<file path="config.mk">
export PLATFORM = sky130hd
export DESIGN_NAME = lsu_seq
export DESIGN_NICKNAME = d
export VERILOG_FILES = /design/src/rtl/lsu_pkg.sv /design/src/rtl/lsu_align.sv /design/src/rtl/lsu_seq.sv
export SDC_FILE = /design/constraint.sdc
export NUM_CORES = 1
export LEC_CHECK = 0
export CELL_PAD_IN_SITES_DETAIL_PLACEMENT = 0
export CELL_PAD_IN_SITES_GLOBAL_PLACEMENT = 1
export CORE_AREA = 5 5 236 238
export DETAILED_ROUTE_END_ITERATION = 8
export DIE_AREA = 0 0 241 243
export PLACE_DENSITY_LB_ADDON = 0.1
export SLEW_MARGIN = 20
export SYNTH_ARGS = -nofsm -noshare
export SYNTH_HDL_FRONTEND = slang
export SYNTH_HIERARCHICAL = 1
export SYNTH_SLANG_ARGS = --single-unit
</file>
<file path="constraint.sdc">
create_clock -name clk_i -period 8.9 [get_ports clk_i]
set_input_delay 0.89 -clock clk_i [delete_from_list [all_inputs] [get_ports clk_i]]
set_output_delay 0.89 -clock clk_i [all_outputs]
set_load 0.01 [all_outputs]
</file>
<file path="src/rtl/lsu_pkg.sv">
// Shared core definitions for the load/store sequencer: DRAM access codes,
// sequencer state type and byte-enable masks.
package lsu_pkg;

  // Load codes, consumed by write-back for sign/zero extension.
  localparam logic [2:0] DRAM_RD_B  = 3'b000;
  localparam logic [2:0] DRAM_RD_H  = 3'b001;
  localparam logic [2:0] DRAM_RD_W  = 3'b010;
  localparam logic [2:0] DRAM_RD_BU = 3'b100;
  localparam logic [2:0] DRAM_RD_HU = 3'b101;

  // Store codes share the size encoding of the signed load codes.
  localparam logic [2:0] DRAM_WR_B  = 3'b000;
  localparam logic [2:0] DRAM_WR_H  = 3'b001;
  localparam logic [2:0] DRAM_WR_W  = 3'b010;

  localparam logic [3:0] LSU_BE_B = 4'b0001;
  localparam logic [3:0] LSU_BE_H = 4'b0011;
  localparam logic [3:0] LSU_BE_W = 4'b1111;

  typedef enum logic [2:0] {
    S_IDLE,
    S_REQ0,
    S_WAIT0,
    S_REQ1,
    S_WAIT1,
    S_RESP
  } lsu_state_t;

  // Unshifted byte mask for an access code; unknown codes act as words.
  function automatic logic [3:0] lsu_size_mask(input logic [2:0] sel);
    case (sel)
      DRAM_RD_B, DRAM_RD_BU: lsu_size_mask = LSU_BE_B;
      DRAM_RD_H, DRAM_RD_HU: lsu_size_mask = LSU_BE_H;
      default:               lsu_size_mask = LSU_BE_W;
    endcase
  endfunction

endpackage

</file>
<file path="src/rtl/lsu_align.sv">
// Combinational lane alignment: misalignment check, beat count, per-beat
// byte enables / write data and the read-lane shift.
// Macro LSU_SPLIT_EN: word-crossing accesses are split into two beats
// instead of being rejected.
module lsu_align
  import lsu_pkg::*;
(
  input  logic [2:0]  sel,
  input  logic [1:0]  off,
  input  logic [31:0] wdata,
  output logic        reject,
  output logic        two_beats,
  output logic [3:0]  be0,
  output logic [3:0]  be1,
  output logic [31:0] wdata0,
  output logic [31:0] wdata1,
  output logic [31:0] lane_mask,
  output logic [4:0]  rd_shift
);

  logic [3:0] mask;
  logic [7:0] be_wide;
  logic       misalign;

  // Derive all lane information from access size and byte offset.
  always_comb begin
    mask      = lsu_size_mask(sel);
    be_wide   = {4'b0000, mask} << off;
    misalign  = ((mask == LSU_BE_H) && off[0]) ||
                ((mask == LSU_BE_W) && (off != 2'b00));
    be0       = be_wide[3:0];
    be1       = be_wide[7:4];
    lane_mask = {{8{mask[3]}}, {8{mask[2]}}, {8{mask[1]}}, {8{mask[0]}}};
    rd_shift  = {off, 3'b000};
    if (mask == LSU_BE_B)      wdata0 = {4{wdata[7:0]}};
    else if (mask == LSU_BE_H) wdata0 = {2{wdata[15:0]}};
    else                       wdata0 = wdata;
    wdata1    = '0;
`ifdef LSU_SPLIT_EN
    reject    = 1'b0;
    two_beats = |be_wide[7:4];
    // Replication only lines up for aligned data; misaligned data is shifted.
    if (misalign) begin
      wdata0 = wdata << rd_shift;
      wdata1 = wdata >> (6'd32 - {1'b0, rd_shift});
    end
`else
    reject    = misalign;
    two_beats = 1'b0;
`endif
  end

endmodule

</file>
<file path="src/rtl/lsu_seq.sv">
// Load/store sequencer between execute and the data-memory port.
// One access at a time, req/gnt/rvalid handshake, timeout abort.
// Macro LSU_SPLIT_EN enables two-beat word-crossing accesses (REQ1/WAIT1).
module lsu_seq
  import lsu_pkg::*;
#(
  parameter int unsigned XLEN    = 32,
  parameter int unsigned TIMEOUT = 255
) (
  input  logic            clk_i,
  input  logic            rst_i,
  input  logic            req_valid_i,
  output logic            req_ready_o,
  input  logic            req_we_i,
  input  logic [2:0]      req_sel_i,
  input  logic [XLEN-1:0] req_addr_i,
  input  logic [XLEN-1:0] req_wdata_i,
  output logic            resp_valid_o,
  output logic [XLEN-1:0] resp_rdata_o,
  output logic            resp_err_o,
  output logic            stall_o,
  output logic            mem_req_o,
  input  logic            mem_gnt_i,
  output logic            mem_we_o,
  output logic [XLEN-1:0] mem_addr_o,
  output logic [3:0]      mem_be_o,
  output logic [XLEN-1:0] mem_wdata_o,
  input  logic            mem_rvalid_i,
  input  logic [XLEN-1:0] mem_rdata_i
);

  localparam int unsigned CW = $clog2(TIMEOUT + 1);

  lsu_state_t      state, state_nx;
  logic [CW-1:0]   cnt;
  logic            tmo, hi;
  logic            err_q, err_nx, we_q, two_q;
  logic [XLEN-3:0] word_q;
  logic [3:0]      be0_q, be1_q;
  logic [XLEN-1:0] wd0_q, wd1_q, lmask_q, cap_lo, cap_hi, rd_sh;
  logic [4:0]      shift_q;

  logic            a_reject, a_two;
  logic [3:0]      a_be0, a_be1;
  logic [31:0]     a_wd0, a_wd1, a_lmask;
  logic [4:0]      a_shift;

  lsu_align u_align (
    .sel       (req_sel_i),
    .off       (req_addr_i[1:0]),
    .wdata     (req_wdata_i),
    .reject    (a_reject),
    .two_beats (a_two),
    .be0       (a_be0),
    .be1       (a_be1),
    .wdata0    (a_wd0),
    .wdata1    (a_wd1),
    .lane_mask (a_lmask),
    .rd_shift  (a_shift)
  );

  assign tmo = (cnt == CW'(TIMEOUT - 1));

  // Next-state and error flag; grant/rvalid win over a same-cycle timeout.
  always_comb begin
    state_nx = state;
    err_nx   = err_q;
    case (state)
      S_IDLE: if (req_valid_i) begin
        state_nx = a_reject ? S_RESP : S_REQ0;
        err_nx   = a_reject;
      end
      S_REQ0: begin
        if (mem_gnt_i)  state_nx = we_q ? (two_q ? S_REQ1 : S_RESP) : S_WAIT0;
        else if (tmo) begin state_nx = S_RESP; err_nx = 1'b1; end
      end
      S_WAIT0: begin
        if (mem_rvalid_i) state_nx = two_q ? S_REQ1 : S_RESP;
        else if (tmo) begin state_nx = S_RESP; err_nx = 1'b1; end
      end
`ifdef LSU_SPLIT_EN
      S_REQ1: begin
        if (mem_gnt_i)  state_nx = we_q ? S_RESP : S_WAIT1;
        else if (tmo) begin state_nx = S_RESP; err_nx = 1'b1; end
      end
      S_WAIT1: begin
        if (mem_rvalid_i) state_nx = S_RESP;
        else if (tmo) begin state_nx = S_RESP; err_nx = 1'b1; end
      end
`endif
      S_RESP:  state_nx = S_IDLE;
      default: state_nx = S_IDLE;
    endcase
  end

  // State, timeout counter, request capture and read-data capture.
  always_ff @(posedge clk_i) begin
    if (rst_i) begin
      state   <= S_IDLE;
      cnt     <= '0;
      err_q   <= 1'b0;
      we_q    <= 1'b0;
      two_q   <= 1'b0;
      word_q  <= '0;
      be0_q   <= '0;
      be1_q   <= '0;
      wd0_q   <= '0;
      wd1_q   <= '0;
      lmask_q <= '0;
      shift_q <= '0;
      cap_lo  <= '0;
      cap_hi  <= '0;
    end else begin
      state <= state_nx;
      err_q <= err_nx;
      // Every state change is an entry, so the counter restarts on each one.
      cnt   <= (state_nx == state && state != S_IDLE) ? cnt + CW'(1) : '0;
      if (state == S_IDLE && req_valid_i) begin
        we_q    <= req_we_i;
        two_q   <= a_two;
        word_q  <= req_addr_i[XLEN-1:2];
        be0_q   <= a_be0;
        be1_q   <= a_be1;
        wd0_q   <= a_wd0;
        wd1_q   <= a_wd1;
        lmask_q <= a_lmask;
        shift_q <= a_shift;
        cap_lo  <= '0;
        cap_hi  <= '0;
      end
      if (state == S_WAIT0 && mem_rvalid_i) cap_lo <= mem_rdata_i;
      if (state == S_WAIT1 && mem_rvalid_i) cap_hi <= mem_rdata_i;
    end
  end

  // Memory-side and pipeline-side outputs decoded from state.
  always_comb begin
    hi           = (state == S_REQ1);
    req_ready_o  = (state == S_IDLE);
    stall_o      = (state != S_IDLE);
    mem_req_o    = (state == S_REQ0) || hi;
    mem_we_o     = mem_req_o & we_q;
    mem_addr_o   = mem_req_o ? {word_q + {{(XLEN-3){1'b0}}, hi}, 2'b00} : '0;
    mem_be_o     = mem_req_o ? (hi ? be1_q : be0_q) : '0;
    mem_wdata_o  = mem_we_o ? (hi ? wd1_q : wd0_q) : '0;
    resp_valid_o = (state == S_RESP);
    resp_err_o   = resp_valid_o & err_q;
    rd_sh        = XLEN'({cap_hi, cap_lo} >> shift_q);
    resp_rdata_o = (resp_valid_o & ~we_q & ~err_q) ? (rd_sh & lmask_q) : '0;
  end

endmodule

</file>
After elaboration in Yosys (flattened, before gate mapping):

Index checks and enable logic that the tools add are counted.

* output and inout bits: 106
* bits in registers: 174
* logic and storage cells: 83

* add/sub/neg operators: 2
* eq/ne operators: 16
* bitwise gates (word level): 8
* shift-type cells: 2
* reductions and logical operators: 19
* mux-type cells: 24

Operators by type and width (number)
* 32-bit two-way mux: 9
* 64-bit by 5-bit >> shifter with 32-bit output: 1
* 32-bit AND: 1
* 30-bit by 1-bit adder with 30-bit output: 1
* 3-bit two-way mux: 6
* 3-bit equality test, second input constant: 4
* 3-bit case mux with 3 select lines: 1
* 8-bit by 1-bit adder with 8-bit output, second input constant: 1
* 8-bit equality test, second input constant: 1
* 4-bit two-way mux: 2
* 4-bit case mux with 2 select lines: 1
* 4-bit by 2-bit left shift with 8-bit output: 1
* 3-bit by 1-bit equality test with 1-bit output, second input constant: 2
* 3-bit by 2-bit equality test with 1-bit output, second input constant: 2
* 1-bit logical AND: 6
* 3-bit zero test: 2
* 2-bit != test, second input constant: 3
* 2-bit nonzero test: 3
* 3-bit nonzero test: 2
* 2-bit OR reduction: 3
* 1-bit AND: 4
* 4-bit by 1-bit equality test with 1-bit output, second input constant: 1
* 4-bit by 2-bit equality test with 1-bit output, second input constant: 1
* 4-bit equality test, second input constant: 1
* 6 further kinds: 12

Longest topological paths before layout:

Gate-level depths: netlist of run 1.

* word-level depth: 13
* gate-level depth with buffers: 12
* mapped depth without buffers: 11

Hierarchy:

Netlist of run 1, hierarchy kept.

By module, submodules not included
* lsu_seq: times used 1, cells each 1476, seq. area each 4324.1 µm², area each 12130.4 µm²
* lsu_align: times used 1, cells each 141, seq. area each 0.0 µm², area each 1036.0 µm²

Worst setup path before layout of run 1:

OpenSTA, ideal clock, no wires.

* path kind: register -> output
* from: register state[1]
* to: output port mem_addr_o[31]
* buffers on the path: 3
* slack: 5154 ps
* required time: 8010 ps
* stages on the path, launching flop included: 11
* arrival: 2856 ps
* cell sequence: dfxtp_1 > buf_2 > buf_1 > buf_2 > and2_1 > ha_1 > nand3_2 > nor4_4 > nand3_1 > or4_1 > a21oi_1

* longest elaborated chain between the ends: 3
* elaborated cells on any way between the ends: 5
* classes of those cells: add/sub (1); eq/ne (2); mux (1); reduce/logical (1)

Ends and longest elaborated chain
* from (decl): line lsu_seq.sv:34 `lsu_state_t state, state_nx;`
* from (signal assigned): line lsu_seq.sv:114 `state <= state_nx;`
* 3-bit by 2-bit equality test with 1-bit output / 3-bit by 1-bit equality test with 1-bit output (equally long branches): line lsu_seq.sv:138, lsu_seq.sv:141
* 30-bit by 1-bit adder with 30-bit output / 1-bit logical OR (equally long branches): line lsu_seq.sv:143, lsu_seq.sv:141
* 32-bit two-way mux *: line lsu_seq.sv:143 `mem_addr_o = mem_req_o ? {word_q + {{(XLEN-3){1'b0}}, hi}, 2'b00} : '0;`
* to (decl): line lsu_seq.sv:25 `output logic [XLEN-1:0] mem_addr_o,`

Mark *: on every way between the ends. The rest lies on a longest branch, timed or not.

Worst setup path in the final report of run 1:

* from: register state[2]
* to: output port mem_addr_o[31]

Same word-level chain as after synthesis.

==> results.py, run 1 <==
metrics = {
    "cts": {
        "clock_sink_count": 216,
        "htreeDepth": 1,
        "cts_tree": "done",
        "cts_hold_buffers": 0,
        "insertion_delay_ns": 0.57,
        "ctsLongestPathBuffers": 3,
        "cts_root_buf": "sky130_fd_sc_hd__clkbuf_16",
        "worst_setup_hold_path_clk_slew_ns": 0.06,
        "cts_bufs_inserted": 29,
        "cts_post_setup_buffers_inserted": 0,
        "cts_repair_resize_count": 0,
    },
    "synth": {
        "synth_compound_area_share_pct": 13.4,
        "yosysWarnings": 6,
        "flip_flop_cell_with_the_highest_count_after_synthesis": "sky130_fd_sc_hd__dfxtp_1",
        "ys_seq_area_share_pct": 32.8,
        "synthesis.instances": 1617,
        "syn_area_per_cell_um2": 8.14,
        "ys_seq_elements": 216,
        "number_of_enable_flip_flop_cells_after_synthesis": 0,
        "mappedNetlistArea_um2": 13200,
        "synth-xor-area-share_pct": 2.06,
        "synth_cell_type_count": 62,
        "yosys.area_share.adder_pct": 0.380,
        "synthMuxAreaShare_pct": 20.6,
        "yosys.area_share.simple_pct": 21.3,
        "synth_async_sr_flop_share_pct": 0,
        "synth_top_family_by_area": "simple AND/OR/NAND/NOR gates",
    },
    "layout": {
        "core_utilization_of_the_finished_layout_pct": 30.5,
        "layout-drive-gt1-share_pct": 11.4,
        "fillers": 5770,
        "final_instance_count_without_filler_cells": 2428,
        "finish.net_count": 1820,
        "relative_area_change_from_synthesis_to_final_layout_pct": 23.5,
    },
    "floorplanning": {
        "num_io_pins": 211,
        "rows": 85,
        "die_w_um": 241,
        "die_area_um2": 58600,
        "die_h_um": 243,
        "core_area_um2": 53400,
        "initial_utilization_pct": 24.7,
    },
    "grt": {
        "global_route.usage.total_pct": 15.3,
        "globalRouteMet3Util_pct": 3.02,
        "grt_overflow": 0,
        "grt_util_met1_pct": 20.3,
        "vias_in_the_first_global_route": 11200,
        "global_route_wire_length_before_repair_um": 70600,
        "grt_start_max_net_pins": 74,
        "gr-usage-met2_pct": 26.0,
        "global_route.peak_usage_layer": "met2",
        "grt_antenna_before_repair": 2,
    },
    "setup_path": {
        "cpMaxStageDelayCell": "sky130_fd_sc_hd__nor4_4",
        "setup.worst_path.end_class": "output port",
        "critical_path_arrival_ns": 4.19,
        "critPathMostFrequentCell": "sky130_fd_sc_hd__inv_1",
        "path_max_fanout": 33,
        "cp-start-kind": "register",
        "critical_path_required_ns": 8.01,
        "path_class": "register to output port",
        "crit_chain": "inv_1, nand2_1, buf_4, inv_1, and2_1, ha_1, nand3_2, nor4_4, nand3_1, or4_1, a21oi_1, clkdlybuf4s50_1",
        "critical_path.max_stage_delay_ns": 0.61,
    },
    "timing": {
        "setup_violations": 0,
        "fmax_ghz": 0.197,
        "grt_setup_unrepaired": "false",
        "postLayoutSetupSlackWorst_ns": 3.82,
        "timing_hold_violations_final": 0,
        "timing.clock.skew_ns": 0.00941,
        "finalMaxSlewViolations": 0,
        "fin_crit_sh_pct": 57.1,
        "min_period_ns": 5.08,
        "worst_pin_slew_ns": 1.01,
        "max_slew_margin_pct": 32.6,
        "setup_tns_ns": 0,
    },
    "route": {
        "detailroute.via_count": 11400,
        "detail_route.vias_per_cell": 4.68,
        "detail-route-antenna-nets": 0,
        "drt_wl_total_um": 46400,
        "drt_pre_antenna_iters": 5,
        "wl_per_cell_um": 19.1,
        "drc": 0,
        "first_iter_violations": 558,
    },
    "power_and_ir_drop": {
        "p_leak_nw": 5.63,
        "ir_worst_vdd_uv": 128,
        "power_density_nw_per_um2": 166,
    },
    "placed_design": {
        "portBuffers": 207,
        "placedCellCount": 2375,
        "post-place-ws_ns": 4.35,
        "detailed_placer_s_ending_hpwl_um": 32600,
        "gpl_wtd_cong": 0.766,
    },
    "worst_hold_path": {
        "worstHoldPathType": "register to register",
    },
    "run": {
        "timing.max_cap.violations": 0,
    },
    "outcome": {
        "status": "complete, no violations",
    },
}
[power breakdown]
group / internal [mW] / leakage [nW] / switching [mW]
Clock: 0.717 / 0.475 / 0.481
Sequential: 1.03 / 1.76 / 0.0490
Combinational: 0.170 / 3.39 / 0.250
[worst max-delay path, delay by kind of cell, from the launching register on]
kind	cells	cell delay, ns
fa+ha+maj	1	0.19
buf+inv	4	1.25
compound gates	1	0.19
flops	1	0.39
simple gates	6	1.60
[sequential cells by signal, summed over array words and instances (netlist names), 3 cells and up]
register,count
cap_lo,32
lmask_q,32
wd0_q,32
wd1_q,32
cap_hi,31
word_q,30
cnt,8
shift_q,5
be0_q,4
be1_q,4
state,3
[cells in the mapped netlist, drive strengths merged (2+ instances only)]
| master | instances | area [um^2] |
|---|---|---|
| mux2i | 83 | 881 |
| xnor2 | 11 | 96.3 |
| nand2 | 384 | 1450 |
| inv | 11 | 41.3 |
| o21ai | 30 | 150 |
| nor3 | 8 | 40.0 |
| o32ai | 10 | 87.6 |
| mux4 | 54 | 1220 |
| nand3b | 3 | 22.5 |
| conb | 3 | 11.3 |
| nor2 | 137 | 522 |
| o22ai | 5 | 31.3 |
| dfxtp | 216 | 4320 |
| and3 | 7 | 43.8 |
| nand4 | 10 | 62.6 |
| nor2b | 3 | 18.8 |
| a211oi | 4 | 30.0 |
| and2 | 24 | 150 |
| o311ai | 2 | 17.5 |
| or3 | 2 | 12.5 |
| o211ai | 2 | 15.0 |
| a31oi | 3 | 18.8 |
| ha | 4 | 50.1 |
| xor2 | 20 | 175 |
| a22oi | 34 | 255 |
| a21oi | 184 | 921 |
| o31ai | 4 | 30.0 |
| a31o | 4 | 35.0 |
| o2111ai | 11 | 96.3 |
| nor3b | 2 | 15.0 |
| nor4 | 4 | 55.1 |
| and4 | 7 | 61.3 |
| nand3 | 50 | 260 |
| a41o | 3 | 30.0 |
| mux2 | 53 | 604 |
| buf | 129 | 903 |
| nand2b | 8 | 50.1 |
| or4 | 2 | 15.0 |
| clkbuf | 78 | 294 |
[metal layers]
| layer | wire length [um] | vias to the layer above | share of wire, % |
|---|---|---|---|
| li1 | - | 5682 | - |
| met2 | 22500 | 203 | 48 |
| met3 | 2190 | 56 | 4.7 |
| met4 | 919 | 2 | 2.0 |
| met1 | 20800 | 5414 | 45 |
| met5 | 12 | - | 0.026 |
[final cells by class]
class,count,area [um^2],area share [%]
clock inverters,12,125,0.770
multi-input cells,1227,7810,48.1
clock buffers,39,843,5.19
flip-flops and latches,216,4330,26.6
inverters,11,41.3,0.254
well taps,696,871,5.36
diodes,1,2.50,0.0154
repair buffers,226,2230,13.7
[path summary, 6_finish.rpt]
| kind | from | endpoint | slack (ns) | cells past startpoint |
|---|---|---|---|---|
| setup / recovery | state[2]$_SDFF_PP0_ | mem_addr_o[31] | 3.82 | 12 |
| hold / removal | lmask_q[15]$_SDFFE_PP0P_ | lmask_q[15]$_SDFFE_PP0P_ | 0.45 | 2 |
| hold reg to reg | lmask_q[15]$_SDFFE_PP0P_ | lmask_q[15]$_SDFFE_PP0P_ | 0.45 | 2 |
| setup reg to reg | state[1]$_SDFF_PP0_ | cap_hi[5]$_SDFFE_PP0P_ | 5.14 | 7 |
[layout by cell type, fill, tap and decap left out, types with 7 or more instances in the layout]
master                            Yosys  routed
sky130_fd_sc_hd__mux2_2              49      49
sky130_fd_sc_hd__nor3_1               8       7
sky130_fd_sc_hd__buf_4               81      18
sky130_fd_sc_hd__nand3_1             48      48
sky130_fd_sc_hd__and4_1               7       7
sky130_fd_sc_hd__xnor2_1             11      11
sky130_fd_sc_hd__o21ai_0             14      14
sky130_fd_sc_hd__o2111ai_1           11      11
sky130_fd_sc_hd__a22oi_1             34      34
sky130_fd_sc_hd__nand2_1            382     380
sky130_fd_sc_hd__clkbuf_8             0       8
sky130_fd_sc_hd__mux4_2              52      52
sky130_fd_sc_hd__nor2_1             136     135
sky130_fd_sc_hd__xor2_1              20      20
sky130_fd_sc_hd__dfxtp_1            216     213
sky130_fd_sc_hd__clkbuf_16            0      29
sky130_fd_sc_hd__mux2i_1             79      79
sky130_fd_sc_hd__conb_1               3      47
sky130_fd_sc_hd__o32ai_1             10      10
sky130_fd_sc_hd__nand2b_1             8       8
sky130_fd_sc_hd__inv_1               11      10
sky130_fd_sc_hd__a21oi_1            184     184
sky130_fd_sc_hd__o21ai_1             16      16
sky130_fd_sc_hd__clkdlybuf4s50_1      0     205
sky130_fd_sc_hd__and2_1              24      23
sky130_fd_sc_hd__and3_1               7       7
sky130_fd_sc_hd__nand4_1             10      10
[cells by family (layout without fill, tap and decap cells)]
logic type | count (synthesis) | in the layout
and+or+nand+nor | 654 | 654
AOI/OAI and AO/OA | 301 | 301
buffers and inverters | 218 | 288
DFF | 216 | 216
muxes | 190 | 190
xor gates and xnor gates | 31 | 31
adders and majority gates | 4 | 4
other | 3 | 48
[through the flow]
step / power [mW] / hold WS (ns) / area (um^2)
6_report: 2.69 / 0.450 / 16300
5_1_grt: 2.82 / 0.473 / 16300
4_1_cts: 2.75 / 0.451 / 16200
3_5_place_dp: 1.52 / 0.442 / 15300
3_3_place_gp: 1.52 / 0.439 / 15300
2_1_floorplan: 1.39 / 0.430 / 13300
No activity file was read; power rests on OpenSTA's default activity.
==> inputs of run 2 (changes only) <==
- clock period: 8.9 -> 4.55 ns (I/O delays scaled with it)
==> run 2 against run 1 <==
Sequential power increased by 98%; sequential share of layout area about the same; core utilization about the same; die area unchanged; non-clock buffer count increased by 7; first-iteration DRC count increased by 13%; routed wire length increased by 0.19%; worst hold slack got worse by 0.0078 ns; global-route usage decreased by 0.062 points; power increased by 90%; largest cell class unchanged; critical path depth decreased by 1.
==> results.py, run 2 (synthesis gave the netlist of run 1 again) <==
metrics = {
    "outcome": {
        "status": "complete, no violations",
    },
    "grt": {
        "grt_antenna_before_repair": 0,
        "grt_start_max_net_pins": 108,
        "global_route.usage.total_pct": 15.2,
        "global_route_wire_length_before_repair_um": 70400,
        "vias_in_the_first_global_route": 11200,
        "grt_overflow": 0,
    },
    "cts": {
        "worst_setup_hold_path_clk_slew_ns": 0.06,
        "htreeDepth": 1,
        "cts_hold_buffers": 0,
        "clock_sink_count": 216,
        "cts_bufs_inserted": 29,
        "cts_repair_resize_count": 0,
        "insertion_delay_ns": 0.56,
        "cts_tree": "done",
        "cts_root_buf": "sky130_fd_sc_hd__clkbuf_16",
        "ctsLongestPathBuffers": 3,
    },
    "timing": {
        "worst_pin_slew_ns": 0.953,
        "timing.clock.skew_ns": 0.0104,
        "max_slew_margin_pct": 36.0,
        "grt_setup_unrepaired": "false",
        "setup_tns_ns": 0,
        "fin_crit_sh_pct": 91.8,
        "postLayoutSetupSlackWorst_ns": 0.374,
        "timing_hold_violations_final": 0,
        "hold_slack_ns": 0.442,
        "setup_violations": 0,
        "finalMaxSlewViolations": 0,
        "fmax_ghz": 0.239,
        "min_period_ns": 4.18,
    },
    "layout": {
        "final_instance_count_without_filler_cells": 2433,
        "antenna_cells": 0,
        "commonest_cells_after_routing_fill_and_taps_aside": "sky130_fd_sc_hd__nand2_1, sky130_fd_sc_hd__dfxtp_1, sky130_fd_sc_hd__clkdlybuf4s50_1",
        "layout.cells.most_common": "sky130_fd_sc_hd__nand2_1",
        "relative_area_change_from_synthesis_to_final_layout_pct": 23.5,
        "finish.net_count": 1827,
        "fillers": 5729,
        "layout-drive-gt1-share_pct": 11.4,
    },
    "floorplanning": {
        "die_area_um2": 58600,
        "num_io_pins": 211,
        "die_h_um": 243,
        "die_w_um": 241,
        "rows": 85,
        "initial_utilization_pct": 24.7,
        "core_area_um2": 53400,
    },
    "setup_path": {
        "path_max_fanout": 8,
        "critPathCapture": "mem_addr_o[31]",
        "startpoint_of_the_lowest_slack_register_to_register_path": "state[0]$_SDFF_PP0_",
        "critical_path_required_ns": 4.09,
        "cp-start-kind": "register",
        "end_of_the_worst_register_to_register_path": "lmask_q[9]$_SDFFE_PP0P_",
        "path_class": "register to output port",
        "rrSetupSlack_ns": 1.90,
        "critPathLaunch": "state[2]$_SDFF_PP0_",
        "critical_path_arrival_ns": 3.72,
        "setup.worst_path.end_class": "output port",
        "r2r_cells": 5,
    },
    "route": {
        "detail_route.vias_per_cell": 4.66,
        "detailroute.via_count": 11300,
        "first_iter_violations": 632,
        "wl_per_cell_um": 19.1,
        "drc": 0,
        "drt_wl_total_um": 46500,
        "detail-route-antenna-nets": 0,
        "drt_pre_antenna_iters": 4,
    },
    "power_and_ir_drop": {
        "p_leak_nw": 5.64,
        "power_density_nw_per_um2": 316,
        "ir_worst_vdd_uv": 252,
    },
    "placed_design": {
        "placedCellCount": 2380,
        "post-place-ws_ns": 0.728,
        "detailed_placer_s_ending_hpwl_um": 32800,
        "gpl_wtd_cong": 0.807,
        "portBuffers": 207,
    },
    "run": {
        "timing.max_cap.violations": 0,
    },
    "worst_hold_path": {
        "hold_path.startpoint": "req_addr_i[16]",
        "worstHoldPathType": "input port to register",
    },
}
run 2: cell types whose count changed in the layout (fill, tap and decap cells not counted), moves of 2 or more:
cell / delta
sky130_fd_sc_hd__inv_6: -2
sky130_fd_sc_hd__clkbuf_8: -2
sky130_fd_sc_hd__clkinvlp_4: -2
sky130_fd_sc_hd__buf_12: +3
sky130_fd_sc_hd__clkbuf_1: +6
sky130_fd_sc_hd__buf_4: +5
run 2: worst min path at each step:
| stage | endpoint | slack (ns) | cells after the start |
|---|---|---|---|
| 6_report | word_q[14]$_SDFFE_PP0P_ | 0.44 | 3 |
| 5_1_grt | word_q[12]$_SDFFE_PP0P_ | 0.43 | 3 |
| 4_1_cts | word_q[24]$_SDFFE_PP0P_ | 0.40 | 3 |
| 3_5_place_dp | lmask_q[12]$_SDFFE_PP0P_ | 0.44 | 2 |
| 3_3_place_gp | lmask_q[28]$_SDFFE_PP0P_ | 0.44 | 2 |
| 2_1_floorplan | cnt[0]$_SDFF_PP0_ | 0.43 | 1 |
run 2: metal layers:
| layer | GRT usage [%] | share of wire [%] | up-vias |
|---|---|---|---|
| met3 | 3.00 | 4.3 | 45 |
| met4 | 2.72 | 1.7 | 0 |
| li1 | - | - | 5691 |
| met1 | 20.5 | 46 | 5392 |
| met2 | 25.7 | 48 | 198 |
| met5 | 0 | 0 | - |
run 2: report_power, final:
| part | switching, mW | internal [mW] |
|---|---|---|
| clock network | 0.885 | 1.31 |
| registers | 0.114 | 2.01 |
| logic | 0.472 | 0.339 |
run 2: worst max-delay path, cell delays in order (launching register included):
cell	delay (ns)
sky130_fd_sc_hd__dfxtp_1	0.38
sky130_fd_sc_hd__inv_1	0.20
sky130_fd_sc_hd__nand2_1	0.10
sky130_fd_sc_hd__inv_1	0.15
sky130_fd_sc_hd__and2_1	0.16
sky130_fd_sc_hd__ha_1	0.19
sky130_fd_sc_hd__nand3_2	0.17
sky130_fd_sc_hd__nor4_4	0.44
sky130_fd_sc_hd__nand3_1	0.14
sky130_fd_sc_hd__or4_1	0.41
sky130_fd_sc_hd__a21oi_1	0.23
sky130_fd_sc_hd__clkdlybuf4s50_1	0.58
run 2: what timing repair did:
item                                   4_1_cts  5_1_grt
endpoints found under the hold margin        0        0
setup endpoints to repair                    0        5
setup buffers                                0        3
run 2: final cells by class:
cell class / instances / area (um^2) / share of cell area, %
flip-flops and latches: 216 / 4330 / 26.6
well taps: 696 / 871 / 5.36
clock buffers: 43 / 838 / 5.16
clock inverters: 7 / 62.6 / 0.385
repair buffers: 233 / 2300 / 14.2
inverters: 11 / 41.3 / 0.254
multi-input cells: 1227 / 7810 / 48.1
run 2: per-stage QoR:
stage	area (um^2)	total power [mW]	util, %
floorplan	13300	2.72	-
global placement	15300	2.98	28.7
detailed placement	15300	2.99	28.7
CTS	16200	5.25	30.4
global route	16300	5.41	30.4
finish	16300	5.13	30.4
==> inputs of run 3 (changes only) <==
- CORE_AREA: 5 5 236 238 -> 5 5 331 171
- DIE_AREA: 0 0 241 243 -> 0 0 336 176
==> run 3 against run 2 <==
Setup slack worse by 0.14 ns; register-to-register slack worse by 0.14 ns; highest routed layer is now met5; largest cell class unchanged; clock-buffer cell count is 7 lower; cell count is 0.66% higher; sequential power hardly changed; clock power is 2% lower.
==> results.py, run 3 (synthesis gave the netlist of run 1 again) <==
metrics = {
    "placed_design": {
        "post-place-ws_ns": 0.810,
        "gpl_wtd_cong": 0.897,
        "detailed_placer_s_ending_hpwl_um": 36000,
        "portBuffers": 207,
    },
    "route": {
        "drt_wl_total_um": 50400,
        "drt_pre_antenna_iters": 4,
        "detailroute.via_count": 11700,
        "wl_per_cell_um": 20.6,
        "drc": 0,
        "detail-route-antenna-nets": 0,
        "detail_route.vias_per_cell": 4.78,
        "first_iter_violations": 799,
    },
    "timing": {
        "finalMaxSlewViolations": 0,
        "grt_setup_unrepaired": "false",
        "postLayoutSetupSlackWorst_ns": 0.230,
        "fmax_ghz": 0.232,
        "min_period_ns": 4.32,
        "fin_crit_sh_pct": 94.9,
        "setup_tns_ns": 0,
        "timing_hold_violations_final": 0,
        "max_slew_margin_pct": 28.2,
        "worst_pin_slew_ns": 1.08,
        "setup_violations": 0,
        "timing.clock.skew_ns": 0.0280,
    },
    "setup_path": {
        "critical_path_buffer_and_inverter_count": 2,
        "critPathLaunch": "state[0]$_SDFF_PP0_",
        "critical_path_arrival_ns": 3.86,
        "cpMaxStageDelayCell": "sky130_fd_sc_hd__o32ai_1",
        "critical_path_required_ns": 4.09,
        "cpLargestDelayFamily": "simple AND/OR/NAND/NOR gates",
        "crit_chain": "nand3b_1, nor3_1, nand2b_1, o32ai_1, buf_4, and2_1, clkdlybuf4s50_1",
        "critical_path.max_stage_delay_ns": 0.97,
        "path_max_fanout": 11,
        "setup.worst_path.end_class": "output port",
        "startpoint_of_the_lowest_slack_register_to_register_path": "state[0]$_SDFF_PP0_",
        "path_class": "register to output port",
        "r2r_cells": 5,
        "critical_path_cell_count": 7,
        "cp-start-kind": "register",
    },
    "grt": {
        "global_route.usage.total_pct": 16.4,
        "grt_antenna_before_repair": 3,
        "global_route_wire_length_before_repair_um": 74400,
        "vias_in_the_first_global_route": 11100,
        "grt_start_max_net_pins": 121,
        "grt_overflow": 0,
    },
    "cts": {
        "cts_bufs_inserted": 25,
        "clock_sink_count": 216,
        "worst_setup_hold_path_clk_slew_ns": 0.06,
        "htreeDepth": 1,
        "cts_root_buf": "sky130_fd_sc_hd__clkbuf_16",
        "insertion_delay_ns": 0.57,
        "ctsLongestPathBuffers": 3,
        "cts_post_setup_buffers_inserted": 0,
        "cts_tree": "done",
    },
    "run": {
        "timing.max_cap.violations": 0,
    },
    "floorplanning": {
        "die_h_um": 176,
        "initial_utilization_pct": 24.8,
        "die_w_um": 336,
        "die_area_um2": 59100,
        "num_io_pins": 211,
        "rows": 60,
        "core_area_um2": 53200,
    },
    "layout": {
        "relative_area_change_from_synthesis_to_final_layout_pct": 23.7,
        "layout.cells.most_common": "sky130_fd_sc_hd__nand2_1",
        "commonest_cells_after_routing_fill_and_taps_aside": "sky130_fd_sc_hd__nand2_1, sky130_fd_sc_hd__dfxtp_1, sky130_fd_sc_hd__clkdlybuf4s50_1",
        "antenna_cells": 0,
        "finish.net_count": 1827,
        "layout-drive-gt1-share_pct": 11.6,
    },
    "power_and_ir_drop": {
        "p_leak_nw": 5.65,
        "power_density_nw_per_um2": 314,
        "ir_worst_vdd_uv": 198,
        "totalPowerFinal_mw": 5.11,
    },
    "outcome": {
        "status": "complete, no violations",
    },
    "worst_hold_path": {
        "worstHoldPathType": "register to register",
        "hold_path.startpoint": "lmask_q[15]$_SDFFE_PP0P_",
        "timing.hold.worst_path_depth": 2,
    },
}
run 3: final timing paths:
kind | to | slack (ns)
min | lmask_q[15]$_SDFFE_PP0P_ | 0.45
max reg2reg | be0_q[0]$_SDFFE_PP0P_ | 1.76
min reg2reg | lmask_q[15]$_SDFFE_PP0P_ | 0.45
max | resp_rdata_o[15] | 0.23
run 3: tightest hold or removal path, cell delays in order, from the launching register on:
cell and delay (ns):
sky130_fd_sc_hd__dfxtp_1 0.30, sky130_fd_sc_hd__nand2_1 0.05, sky130_fd_sc_hd__a21oi_1 0.05
run 3: final cells by class:
cell class,count,area [um^2]
tap,713,892
multi-input combinational,1227,7800
fill,5689,36900
clock buffer,36,747
timing repair buffer,237,2360
sequential,216,4330
clock inverter,9,114
inverter,11,41.3
run 3: per-stage QoR:
stage / area (um^2) / hold slack, ns / cells / util, %
after floorplan: 13300 / 0.430 / 1661 / -
after global placement: 15400 / 0.437 / 2404 / 29.0
after detailed placement: 15400 / 0.443 / 2404 / 29.0
after CTS: 16300 / 0.420 / 2449 / 30.6
after global routing: 16300 / 0.442 / 2449 / 30.6
final: 16300 / 0.449 / 2449 / 30.6
run 3: what timing repair did:
action	4_1_cts	5_1_grt
gates resized for setup	0	0
hold buffers	0	0
endpoints found under the setup margin	0	7
run 3: where the power goes:
group	total [mW]	internal [mW]	leakage, nW	switching (mW)
logic	0.848	0.343	3.46	0.505
registers	2.11	2.00	1.76	0.108
clock network	2.15	1.26	0.431	0.893
run 3: per-layer routing:
layer  GRT usage [%]  up-vias  share of wire, %
met1            26.0     5696                53
met3            5.52       37               8.0
li1                -     5697                 -
met4            2.07        2               1.2
met5               0        -             0.026
met2            21.5      278                37
